## config.mk

```make
export PLATFORM = sky130hd
export DESIGN_NAME = up_axi_slave
export DESIGN_NICKNAME = d
export VERILOG_FILES = /design/src/rtl/up_axi_pkg.sv /design/src/rtl/up_axi_tmo.sv /design/src/rtl/up_axi_slave.sv
export SDC_FILE = /design/constraint.sdc
export NUM_CORES = 1
export LEC_CHECK = 0
export ABC_AREA = 0
export BUFFER_PORTS_ARGS = -buffer_cell sky130_fd_sc_hd__buf_4
export CORE_MARGIN = 4
export CORE_UTILIZATION = 44
export DETAILED_ROUTE_END_ITERATION = 6
export PLACE_DENSITY = 0.8
export SYNTH_ARGS = -nofsm -noshare
export SYNTH_HDL_FRONTEND = slang
export SYNTH_SLANG_ARGS = --single-unit
```

## constraint.sdc

```tcl
create_clock -name up_clk -period 2.6 [get_ports up_clk]
set_input_delay 0 -clock up_clk [delete_from_list [all_inputs] [get_ports up_clk]]
set_output_delay 0 -clock up_clk [all_outputs]
set_load 0.005 [all_outputs]
```

## src/rtl/up_axi_pkg.sv

```systemverilog
// Shared types and constants for the AXI4-Lite to up-bus bridge.
package up_axi_pkg;

    typedef enum logic [2:0] {
        S_IDLE,
        S_WR_REQ,
        S_WR_WAIT,
        S_WR_RESP,
        S_RD_REQ,
        S_RD_WAIT,
        S_RD_RESP
    } state_t;

    localparam logic [1:0]  RESP_OKAY   = 2'b00;
    localparam logic [1:0]  RESP_SLVERR = 2'b10;
    localparam logic [31:0] RD_ERR_DATA = 32'hDEAD_DEAD;
    localparam logic [3:0]  STRB_FULL   = 4'hF;

    function automatic logic is_full_strobe(input logic [3:0] strb);
        return strb == STRB_FULL;
    endfunction

endpackage

```

## src/rtl/up_axi_tmo.sv

```systemverilog
// Up-bus ack watchdog: loadable down-counter with an expiry flag.
// Built only when UP_AXI_TIMEOUT_EN is defined.
module up_axi_tmo #(
    parameter int TIMEOUT = 256
) (
    input  logic clk,
    input  logic rst,
    input  logic load,
    output logic expired
);

    localparam int CW = (TIMEOUT > 2) ? $clog2(TIMEOUT) : 1;
    localparam logic [CW-1:0] LOAD_VAL = CW'(TIMEOUT - 2);

    logic [CW-1:0] cnt;

    // Loaded on the strobe cycle so that it reaches zero on the last
    // cycle in which an ack is still honoured.
    always_ff @(posedge clk) begin
        if (rst) begin
            cnt <= '0;
        end else if (load) begin
            cnt <= LOAD_VAL;
        end else if (cnt != '0) begin
            cnt <= cnt - 1'b1;
        end
    end

    assign expired = (cnt == '0);

endmodule

```

## src/rtl/up_axi_slave.sv

```systemverilog
// AXI4-Lite slave bridging single-word accesses onto the up-bus.
// Optional ack watchdog enabled by defining UP_AXI_TIMEOUT_EN.
module up_axi_slave
    import up_axi_pkg::*;
#(
    parameter int ADDRESS_WIDTH = 12,
    parameter int TIMEOUT       = 256
) (
    input  logic                     up_clk,
    input  logic                     up_rst,
    input  logic                     s_axi_awvalid,
    output logic                     s_axi_awready,
    input  logic [ADDRESS_WIDTH+1:0] s_axi_awaddr,
    input  logic                     s_axi_wvalid,
    output logic                     s_axi_wready,
    input  logic [31:0]              s_axi_wdata,
    input  logic [3:0]               s_axi_wstrb,
    output logic                     s_axi_bvalid,
    input  logic                     s_axi_bready,
    output logic [1:0]               s_axi_bresp,
    input  logic                     s_axi_arvalid,
    output logic                     s_axi_arready,
    input  logic [ADDRESS_WIDTH+1:0] s_axi_araddr,
    output logic                     s_axi_rvalid,
    input  logic                     s_axi_rready,
    output logic [31:0]              s_axi_rdata,
    output logic [1:0]               s_axi_rresp,
    output logic                     up_wreq,
    output logic [ADDRESS_WIDTH-1:0] up_waddr,
    output logic [31:0]              up_wdata,
    input  logic                     up_wack,
    output logic                     up_rreq,
    output logic [ADDRESS_WIDTH-1:0] up_raddr,
    input  logic [31:0]              up_rdata,
    input  logic                     up_rack
);

    state_t state;
    logic   wr_prio;
    logic   wr_elig;
    logic   rd_elig;
    logic   idle_free;
    logic   wr_grant;
    logic   rd_grant;
    logic   tmo_exp;
    logic   addr_lsb_unused;

    assign addr_lsb_unused = ^{s_axi_awaddr[1:0], s_axi_araddr[1:0]};

    assign wr_elig   = s_axi_awvalid && s_axi_wvalid;
    assign rd_elig   = s_axi_arvalid;
    assign idle_free = (state == S_IDLE) && !s_axi_bvalid
                       && !s_axi_rvalid && !up_rst;

    // Round-robin between the channels only when both are presented.
    assign wr_grant = idle_free && wr_elig
                      && (wr_prio || !rd_elig);
    assign rd_grant = idle_free && rd_elig
                      && (!wr_elig || !wr_prio);

    assign s_axi_awready = wr_grant;
    assign s_axi_wready  = wr_grant;
    assign s_axi_arready = rd_grant;

`ifdef UP_AXI_TIMEOUT_EN
    logic tmo_load;

    assign tmo_load = (state == S_WR_REQ) || (state == S_RD_REQ);

    up_axi_tmo #(
        .TIMEOUT (TIMEOUT)
    ) u_tmo (
        .clk     (up_clk),
        .rst     (up_rst),
        .load    (tmo_load),
        .expired (tmo_exp)
    );
`else
    localparam int timeout_unused = TIMEOUT;

    assign tmo_exp = 1'b0;
`endif

    always_ff @(posedge up_clk) begin
        if (up_rst) begin
            state        <= S_IDLE;
            wr_prio      <= 1'b1;
            up_wreq      <= 1'b0;
            up_waddr     <= '0;
            up_wdata     <= '0;
            up_rreq      <= 1'b0;
            up_raddr     <= '0;
            s_axi_bvalid <= 1'b0;
            s_axi_bresp  <= RESP_OKAY;
            s_axi_rvalid <= 1'b0;
            s_axi_rdata  <= '0;
            s_axi_rresp  <= RESP_OKAY;
        end else begin
            up_wreq <= 1'b0;
            up_rreq <= 1'b0;
            unique case (state)
                S_IDLE: begin
                    if (wr_grant) begin
                        wr_prio  <= 1'b0;
                        up_waddr <= s_axi_awaddr[ADDRESS_WIDTH+1:2];
                        up_wdata <= s_axi_wdata;
                        if (is_full_strobe(s_axi_wstrb)) begin
                            up_wreq <= 1'b1;
                            state   <= S_WR_REQ;
                        end else begin
                            s_axi_bvalid <= 1'b1;
                            s_axi_bresp  <= RESP_SLVERR;
                            state        <= S_WR_RESP;
                        end
                    end else if (rd_grant) begin
                        wr_prio  <= 1'b1;
                        up_raddr <= s_axi_araddr[ADDRESS_WIDTH+1:2];
                        up_rreq  <= 1'b1;
                        state    <= S_RD_REQ;
                    end
                end
                S_WR_REQ: begin
                    if (up_wack) begin
                        s_axi_bvalid <= 1'b1;
                        s_axi_bresp  <= RESP_OKAY;
                        state        <= S_WR_RESP;
                    end else begin
                        state <= S_WR_WAIT;
                    end
                end
                S_WR_WAIT: begin
                    if (up_wack) begin
                        s_axi_bvalid <= 1'b1;
                        s_axi_bresp  <= RESP_OKAY;
                        state        <= S_WR_RESP;
                    end else if (tmo_exp) begin
                        s_axi_bvalid <= 1'b1;
                        s_axi_bresp  <= RESP_SLVERR;
                        state        <= S_WR_RESP;
                    end
                end
                S_WR_RESP: begin
                    if (s_axi_bready) begin
                        s_axi_bvalid <= 1'b0;
                        state        <= S_IDLE;
                    end
                end
                S_RD_REQ: begin
                    if (up_rack) begin
                        s_axi_rvalid <= 1'b1;
                        s_axi_rdata  <= up_rdata;
                        s_axi_rresp  <= RESP_OKAY;
                        state        <= S_RD_RESP;
                    end else begin
                        state <= S_RD_WAIT;
                    end
                end
                S_RD_WAIT: begin
                    if (up_rack) begin
                        s_axi_rvalid <= 1'b1;
                        s_axi_rdata  <= up_rdata;
                        s_axi_rresp  <= RESP_OKAY;
                        state        <= S_RD_RESP;
                    end else if (tmo_exp) begin
                        s_axi_rvalid <= 1'b1;
                        s_axi_rdata  <= RD_ERR_DATA;
                        s_axi_rresp  <= RESP_SLVERR;
                        state        <= S_RD_RESP;
                    end
                end
                S_RD_RESP: begin
                    if (s_axi_rready) begin
                        s_axi_rvalid <= 1'b0;
                        state        <= S_IDLE;
                    end
                end
                default: begin
                    state <= S_IDLE;
                end
            endcase
        end
    end

endmodule

```

==> summary.txt <==
Detailed routing
  – DR vias: 4035
  – Initial DRC count: 133
  – Final ANT Viol Nets: 0
  – Drt first pass iters: 5
  – DRC: 0
  – Vias per cell: 4.90
  – Wirelength per Cell: 14.8 µm
  – Overall routed net length: 12200 µm

Power and ir drop
  – Reported leakage power: 0.00280 µW
  – PD cells: 625 mW/mm²
  – Combinational share of power: 26.9%
  – Pint: 2810 µW
  – Switching power: 1070 µW
  – Clock power frac: 28.3%
  – Max VDD drop: 0.000400 V
  – Net Sw Frac: 27.6%
  – Flop pwr share: 44.8%
  – Total power: 3880 µW

CTS
  – CTS Buf Count: 9
  – Worst-path clk slew: 0.08 ns
  – Sink Count: 97
  – PostCTS Resize Cnt: 0
  – # H-tree levels: 3
  – Clk_lat worst skew: 0.34 ns
  – Clock Path Buffers: 2
  – Clk root buf: clkbuf_8
  – CTS tree: built

Timing
  – RSZ-0062 raised after global routing: no
  – Post-layout minimum cycle time: 2.16 ns
  – Slew @ Worst Pin: 0.946 ns
  – Worst Skew: 0.0101 ns
  – F_max: 0.462 GHz
  – Setup violations, final: 0
  – Setup TNS: 0 ns
  – Final Hold Vio Count: 0
  – Final cycle utilization of the critical path: 83.2%
  – Relative slew slack: 37.0%
  – Final Slew Violations: 0
  – Fin Hold WS: 0.0335 ns

Finish
  – Layout Nets: 822
  – Layout area overhead: 73.0%
  – Share of cells above drive strength 1: 31.0%
  – Multi-input logic area: 0.00146 mm²
  – Fill count: 469
  – Register Area: 0.00194 mm²
  – Ant. Diodes: 0

Worst setup path
  – Cell Chain, Critical Path: or3_1 -> or4_4 -> inv_2 -> buf_4 -> buf_4
  – CP max FO: 15
  – Critical path type: reg2out
  – Startpoint types: register
  – Slowest library cell on the worst path: or4_4
  – Required @ worst endpoint: 2.60 ns
  – Top cell by count, worst path: buf_4
  – Crit path capture type: output port
  – Critical Path AT: 2.16 ns
  – CP peak stage delay: 0.60 ns

Worst hold path
  – Worst hold path class: in2reg

Place
  – Gpl congestion: 0.812
  – Port buffer count: 196
  – DP HPWL: 7500 µm

Die
  – Die W: 98.3 µm
  – Initial Util: 45.7%
  – Die H: 98.3 µm
  – IO Count: 204
  – Core Region: 0.00785 mm²
  – Die area: 0.00966 mm²
  – Row count: 32

Global routing
  – Initial antenna violation count: 0
  – First-pass GRT wire length: 19300 µm
  – Grt ovf: 0
  – Largest net degree at the start of global routing: 96
  – Vias in the first global route: 4090
  – GRT Util Overall: 24.2%

Logic synthesis
  – Top cell type's share of synthesized area: 54.1%
  – Async set-reset flop share out of synthesis: 0%
  – Top FF cell, synth: dfxtp_1
  – Cell count after synthesis: 445
  – Post-synthesis sequential area ratio: 54.1%
  – Dominant cells by area after synthesis: dfxtp_1, nand2_1, a21oi_1
  – Number of synthesized flops with an enable pin: 0
  – Post-Syn Area: 0.00359 mm²
  – Yosys cell types: 31
  – Mean area per synthesized cell: 8.06 µm²
  – Seq cells post-synth: 97
  – Syn. warnings: 0
  – Post-synth top area cell: dfxtp_1

Job
  – Max Cap Viol: 0

Run status
  – Outcome: completed
[cells in the mapped netlist, types with 2 or more instances]
cell      instances
nor3_1            3
or3_1             2
o21ai_0           2
buf_4             4
nand4_1           2
nand3b_1          3
a311oi_1          2
nor2b_1           2
nand2_1         160
buf_2             6
dfxtp_1          97
buf_6             3
mux2i_1          13
a21oi_1          86
clkbuf_1         23
inv_1             3
nand2b_1          2
nor2_1           19
[power by group through the flow]
stage	registers [µW]	logic (µW)	clock network (µW)
3_5_place_dp	1770	919	0
3_3_place_gp	1760	897	0
5_1_grt	1760	1140	1180
2_1_floorplan	1780	451	0
6_report	1740	1040	1100
4_1_cts	1730	1030	1120
[state kept, by name, summed over array words and instances, names as in the netlist]
name,cells
up_raddr,12
s_axi_bresp,1
up_waddr,12
s_axi_rdata,32
up_wreq,1
up_rreq,1
up_wdata,32
s_axi_rvalid,1
wr_prio,1
state,3
s_axi_bvalid,1
[layout by cell type, fill, tap and decap left out, drive strengths merged, types with 3 or more instances in the layout]
| cell | count |
|---|---|
| a21oi | 86 |
| buf | 206 |
| clkbuf | 12 |
| conb | 3 |
| dfxtp | 97 |
| dlygate4sd3 | 89 |
| inv | 5 |
| mux2i | 13 |
| nand2 | 160 |
| nand3b | 3 |
| nor2 | 19 |
| nor3 | 3 |
[metal layers]
| metal | global-route usage, % | wire, µm | vias to the layer above |
|---|---|---|---|
| met5 | 0 | 0 | - |
| met4 | 7.67 | 228 | 0 |
| met3 | 6.36 | 954 | 21 |
| met2 | 44.4 | 6190 | 176 |
| met1 | 27.0 | 4830 | 1854 |
| li1 | - | - | 1984 |
[worst max-delay path, delay by kind of cell (launching register included)]
family	cells	cell delay (ns)
flops	1	0.36
buf+inv	3	0.46
simple gates	2	1.00
[area by class of cell]
cell class,instances,area share [%]
Inverter,4,0.242
Multi-Input combinational cell,310,23.5
Clock inverter,4,1.19
Clock buffer,12,2.50
Tap cell,102,2.06
Sequential cell,97,31.3
Timing Repair Buffer,295,39.3
[timing repair]
| item | 4_1_cts | 5_1_grt |
|---|---|---|
| setup buffers | 0 | 0 |
| hold buffers | 89 | 0 |
| hold endpoints to repair | 89 | 0 |
[per-stage QoR]
stage	area [µm²]	util, %	setup slack, ns	std cells
finish	6210	79.1	0.436	824
global route	6210	79.1	0.320	824
CTS	6210	79.1	0.413	824
detailed placement	5090	64.9	0.554	719
global placement	5090	64.9	0.574	719
floorplan	3600	-	0.770	447
[logic make-up (layout without fill, tap and decap cells)]
kind of cell    after synthesis  after routing  synth area share (%)
mux                          13             13                  3.63
other cells                   1              3                 0.105
simple gates                197            197                  22.1
flops                        97             97                  54.1
compound gates               96             96                  14.3
buf+inv                      40            315                  5.44
xor+xnor                      1              1                 0.244
[worst paths after layout]
path / startpoint / slack (ns) / cells past startpoint / end
max: s_axi_bvalid$_SDFFE_PP0P_ / 0.44 / 5 / s_axi_wready
min reg2reg: s_axi_rdata[22]$_SDFFE_PP0P_ / 0.46 / 2 / s_axi_rdata[22]$_SDFFE_PP0P_
min: s_axi_rready / 0.03 / 3 / s_axi_rvalid$_SDFFE_PP0P_
max reg2reg: s_axi_bvalid$_SDFFE_PP0P_ / 0.52 / 6 / up_wdata[16]$_SDFFE_PP0P_
(Power assumes the default switching activity.)
